**config.mk**
```make
export PLATFORM = sky130hd
export DESIGN_NAME = alu_sequencer
export DESIGN_NICKNAME = d
export VERILOG_FILES = /design/src/rtl/alu_sequencer.sv
export SDC_FILE = /design/constraint.sdc
export NUM_CORES = 1
export LEC_CHECK = 0
export BUFFER_PORTS_ARGS = -buffer_cell sky130_fd_sc_hd__buf_4
export CORE_MARGIN = 5
export CORE_UTILIZATION = 45
export CTS_CLUSTER_DIAMETER = 200
export DETAILED_ROUTE_END_ITERATION = 16
export PLACE_DENSITY = 0.73
export SETUP_SLACK_MARGIN = 0.05
export SKIP_CTS_REPAIR_TIMING = 1
export SLEW_MARGIN = 10
export SYNTH_ARGS = -nofsm -noshare
export SYNTH_HDL_FRONTEND = slang
export SYNTH_SLANG_ARGS = --single-unit
```
**constraint.sdc**
```tcl
create_clock -name clk -period 2.9 [get_ports clk]
set_input_delay 0.29 -clock clk [delete_from_list [all_inputs] [get_ports clk]]
set_output_delay 0.29 -clock clk [all_outputs]
set_load 0.01 [all_outputs]
```
**src/rtl/alu_sequencer.sv**
```systemverilog
// Multi-cycle controller for the 4-bit combinational ALU: register file, command handshake,
// repeat/feedback sequencing. Optional result-zero flag built when ALU_SEQ_ZFLAG_EN is defined.
module alu_sequencer #(
    parameter int N = 4
) (
    input  logic         clk,
    input  logic         rst,
    input  logic         cmd_valid,
    output logic         cmd_ready,
    input  logic [2:0]   cmd_mode,
    input  logic [1:0]   cmd_dst,
    input  logic [1:0]   cmd_srca,
    input  logic [1:0]   cmd_srcb,
    input  logic [3:0]   cmd_count,
    input  logic         ld_en,
    input  logic [1:0]   ld_addr,
    input  logic [N-1:0] ld_data,
    input  logic [1:0]   rd_addr,
    output logic [N-1:0] rd_data,
    output logic [N-1:0] alu_a,
    output logic [N-1:0] alu_b,
    output logic [2:0]   alu_mode,
    input  logic [N-1:0] alu_result,
    output logic         busy,
    output logic         done,
    output logic         zero
);

    typedef enum logic [1:0] {
        ST_IDLE = 2'd0,
        ST_OPER = 2'd1,
        ST_WB   = 2'd2,
        ST_DONE = 2'd3
    } state_t;

    state_t         state_q, state_d;
    logic [N-1:0]   regs_q [4];
    logic [N-1:0]   regs_d [4];
    logic [2:0]     mode_q, mode_d;
    logic [1:0]     dst_q, dst_d;
    logic [1:0]     srca_q, srca_d;
    logic [1:0]     srcb_q, srcb_d;
    logic [3:0]     count_q, count_d;
    logic           first_q, first_d;
    logic [N-1:0]   alu_a_q, alu_a_d;
    logic [N-1:0]   alu_b_q, alu_b_d;
    logic [2:0]     alu_mode_q, alu_mode_d;
`ifdef ALU_SEQ_ZFLAG_EN
    logic           zero_q, zero_d;
`endif

    // Ready is masked by rst so no command can be accepted while reset is being applied.
    assign cmd_ready = (state_q == ST_IDLE) && !rst;
    assign busy      = (state_q != ST_IDLE);
    assign done      = (state_q == ST_DONE);
    assign rd_data   = regs_q[rd_addr];
    assign alu_a     = alu_a_q;
    assign alu_b     = alu_b_q;
    assign alu_mode  = alu_mode_q;
`ifdef ALU_SEQ_ZFLAG_EN
    assign zero      = zero_q;
`else
    assign zero      = 1'b0;
`endif

    // Next-state and datapath computation for the sequencer.
    always_comb begin
        state_d    = state_q;
        regs_d     = regs_q;
        mode_d     = mode_q;
        dst_d      = dst_q;
        srca_d     = srca_q;
        srcb_d     = srcb_q;
        count_d    = count_q;
        first_d    = first_q;
        alu_a_d    = alu_a_q;
        alu_b_d    = alu_b_q;
        alu_mode_d = alu_mode_q;
`ifdef ALU_SEQ_ZFLAG_EN
        zero_d     = zero_q;
`endif
        case (state_q)
            ST_IDLE: begin
                // A same-cycle load lands before OPER reads the register file.
                if (ld_en) begin
                    regs_d[ld_addr] = ld_data;
                end else begin
                    regs_d[ld_addr] = regs_q[ld_addr];
                end
                if (cmd_valid) begin
                    mode_d  = cmd_mode;
                    dst_d   = cmd_dst;
                    srca_d  = cmd_srca;
                    srcb_d  = cmd_srcb;
                    count_d = cmd_count;
                    first_d = 1'b1;
                    state_d = ST_OPER;
                end else begin
                    state_d = ST_IDLE;
                end
            end
            ST_OPER: begin
                // Later iterations feed the previous result back as operand A.
                alu_a_d    = first_q ? regs_q[srca_q] : regs_q[dst_q];
                alu_b_d    = regs_q[srcb_q];
                alu_mode_d = mode_q;
                state_d    = ST_WB;
            end
            ST_WB: begin
                regs_d[dst_q] = alu_result;
                first_d       = 1'b0;
`ifdef ALU_SEQ_ZFLAG_EN
                zero_d        = (alu_result == {N{1'b0}});
`endif
                if (count_q == 4'd0) begin
                    state_d = ST_DONE;
                end else begin
                    count_d = count_q - 4'd1;
                    state_d = ST_OPER;
                end
            end
            ST_DONE: begin
                state_d = ST_IDLE;
            end
            default: begin
                state_d = ST_IDLE;
            end
        endcase
    end

    // State and datapath registers with synchronous reset.
    always_ff @(posedge clk) begin
        if (rst) begin
            state_q    <= ST_IDLE;
            for (int i = 0; i < 4; i++) begin
                regs_q[i] <= {N{1'b0}};
            end
            mode_q     <= 3'd0;
            dst_q      <= 2'd0;
            srca_q     <= 2'd0;
            srcb_q     <= 2'd0;
            count_q    <= 4'd0;
            first_q    <= 1'b0;
            alu_a_q    <= {N{1'b0}};
            alu_b_q    <= {N{1'b0}};
            alu_mode_q <= 3'd0;
`ifdef ALU_SEQ_ZFLAG_EN
            zero_q     <= 1'b0;
`endif
        end else begin
            state_q    <= state_d;
            regs_q     <= regs_d;
            mode_q     <= mode_d;
            dst_q      <= dst_d;
            srca_q     <= srca_d;
            srcb_q     <= srcb_d;
            count_q    <= count_d;
            first_q    <= first_d;
            alu_a_q    <= alu_a_d;
            alu_b_q    <= alu_b_d;
            alu_mode_q <= alu_mode_d;
`ifdef ALU_SEQ_ZFLAG_EN
            zero_q     <= zero_d;
`endif
        end
    end

endmodule

```
==> flow_summary.yaml <==
setup_path:
  worstPathArrival_ns: 2.13
  crit_path_start_kind: "register"
  worstReg2RegEnd: "regs_q[12]$_SDFFE_PP0P_"
  slowest_stage: "dfxtp_1"
  worst-path-buf-inv: 0
  critPathRequiredTime_ns: 3.13
  crit_type: "register to register"
  slowest_delay_ns: 0.64
  crit_fanout: 18
  reg2reg_depth: 3
  cp-end-kind: "register"
  cp_cell_sequence: "nand2b_1 > nor4_1 > a221o_1"
  critPathTopFamily: "simple AND/OR/NAND/NOR gates"
  r2r_setup_slack_ns: 1.01
  r2r-start: "state_q[1]$_SDFF_PP0_"
worst_hold_path:
  min_to: "srca_q[1]$_SDFFE_PP0P_"
  hold_class: "input port to register"
  min_from: "cmd_srca[1]"
  hold_path_depth: 3
logic_synthesis:
  synth_seq_area_share: 0.345
  synthFlopType: "dfxtp_1"
  synth_edf_count: 0
  ys_ff_latch: 43
  synth.most_common_cell: "dfxtp_1"
  yosys.area_share.simple: 0.216
  syn_area_sq_mm: 0.00249
  ys_types: 45
  muxShareOfSynthArea: 0.178
  synthArstFlopShare: 0
  netlist_instances: 268
  yosysTopAreaCellShare: 0.345
  yosys.area_share.xor_xnor: 0
  synth_nets: 299
  ys_top_cells_by_count: "dfxtp_1, a21oi_1, nor2_1"
  postSynthAreaPerCell_sq_um: 9.31
  synth_top_family_by_area: "simple AND/OR/NAND/NOR gates"
  synth_fa_ha_area_frac: 0.0100
  synth_top_cell_by_area: "dfxtp_1"
  synth_compound_area_frac: 0.201
  synth.top_cells.by_area: "dfxtp_1, mux4_2, mux2i_1"
  yosysWarnings: 0
timing:
  setup_viol: 0
  tns_ns: 0
  maxSlewViolCount: 0
  min_period_ns: 1.89
  worst_pin_slew_ns: 0.666
  setup_ws_ns: 1.01
  fin_skew_ns: 0.00765
  holdWs_ns: 0.237
  finalHoldViolCount: 0
  grt_setup_unrepaired: "no"
  fmax_mhz: 529
  max-slew-margin-rel: 0.555
  post-route-period-util: 0.652
clocking:
  cts_tree: "built"
  cts_htree_levels: 2
  clk_latency_ns: 0.29
  cts_root_buf: "clkbuf_8"
  cts_buffer_depth: 2
  clock_sinks: 43
  cts_inserted_buffers: 5
  path_clk_slew_ns: 0.08
place:
  pre_cts_slack_ns: 1.03
  placed_cells: 366
  portBuffers: 46
  gp_congestion: 0.868
  place_hpwl_microns: 4450
floorplanning:
  fp.dieW_microns: 84.5
  rows: 27
  start_util: 0.459
  ioPinCount: 48
  die_height_microns: 84.5
  die-area_sq_mm: 0.00713
  core_area_sq_mm: 0.00544
outcome:
  status: "completed"
drt:
  ant_nets: 0
  viasPerCell: 5.93
  drt_iter0_markers: 166
  routed_wl_microns: 6170
  wl_per_cell_microns: 16.6
  drtPass1Iterations: 4
  drc: 0
  vias: 2211
grt:
  gr-total-overflow: 0
  grt_pass1_vias: 2188
  grtUsageTotal: 0.176
  grt_max_degree: 40
  antenna_found_initial: 0
  grt_pass1_wl_microns: 10400
final_layout:
  drive_above_1_share: 0.259
  finalNetCount: 332
  stdcell_count: 373
  antennaDiodeCount: 0
  syn_to_final_growth_pct: 17.4
  postLayoutCoreUtil: 0.539
pwr:
  power.internal_w: 0.00103
  power_density_mw_per_mm2: 489
  p_comb_frac: 0.201
  vdd_drop_max_mv: 0.273
  power_frac_clock: 0.313
  p_leak_nw: 1.09
  switching_share: 0.281
  p_switching_w: 0.000402
  seq_power_share: 0.486
job:
  drv_cap: 0
-- kinds of logic after synthesis --
group / after synthesis
flops: 43
compound gates: 69
fa+ha+maj: 2
buf+inv: 24
other cells: 1
simple gates: 98
mux: 31
-- tightest hold or removal path, cell delays in order --
cell and delay [ns]:
buf_4 0.08, mux2i_1 0.05, nor2_1 0.07
-- flip-flops by register name (all words and copies together) (netlist names), 3 cells and up --
register,cells
alu_a,4
alu_mode,3
mode_q,3
alu_b,4
count_q,4
regs_q,16
-- cell usage in the layout (no fill, tap or decap), drive strengths merged, types with 2 or more instances in the layout --
cell type,instances
ha,2
nor4b,2
o211ai,2
nor3b,2
nand2b,12
nand2,21
a221o,12
a221oi,2
inv,4
mux2,6
a21oi,27
clkbuf,5
a211oi,4
nand3,3
a22oi,4
or3,4
o22ai,7
mux4,10
o21a,2
nor3,12
a2111oi,4
mux2i,15
buf,46
nor4bb,2
nor2,26
nand3b,3
nor2b,6
dfxtp,43
-- worst max path at each step --
stage | from | end | cells after the start
after floorplan | count_q[0]$_SDFFE_PP0P_ | count_q[0]$_SDFFE_PP0P_ | 6
final | state_q[1]$_SDFF_PP0_ | regs_q[12]$_SDFFE_PP0P_ | 3
after detailed placement | state_q[1]$_SDFF_PP0_ | regs_q[13]$_SDFFE_PP0P_ | 3
after global routing | state_q[1]$_SDFF_PP0_ | regs_q[12]$_SDFFE_PP0P_ | 3
after CTS | state_q[1]$_SDFF_PP0_ | regs_q[13]$_SDFFE_PP0P_ | 3
after global placement | state_q[1]$_SDFF_PP0_ | regs_q[13]$_SDFFE_PP0P_ | 3
-- per-layer routing --
metal | wire length (microns) | GRT usage
met1 | 2850 | 0.238
met3 | 353 | 0.0412
met4 | 123 | 0.0691
met5 | 0 | 0
met2 | 2850 | 0.274
-- area by class of cell --
cell class                 instances  area (sq um)
multi-input combinational        201          1510
timing repair buffer              46           345
sequential                        43           861
clock buffer                       5          68.8
tap                               72          90.1
inverter                           4          15.0
clock inverter                     2          37.5
fill                             502          2510
-- power groups by stage --
stage          clock network [W]  registers (W)  logic (W)
2_1_floorplan                  0       0.000675   0.000221
3_3_place_gp                   0       0.000706   0.000283
3_5_place_dp                   0       0.000708   0.000288
4_1_cts                 0.000461       0.000694   0.000290
5_1_grt                 0.000487       0.000703   0.000320
6_report                0.000449       0.000696   0.000288
-- stage by stage --
step	cell area, sq um	total power, W
after floorplan	2490	0.000897
after global placement	2820	0.000989
after detailed placement	2820	0.000996
after CTS	2930	0.00144
after global routing	2930	0.00151
final	2930	0.00143
Power figures use the tool's default switching activity.
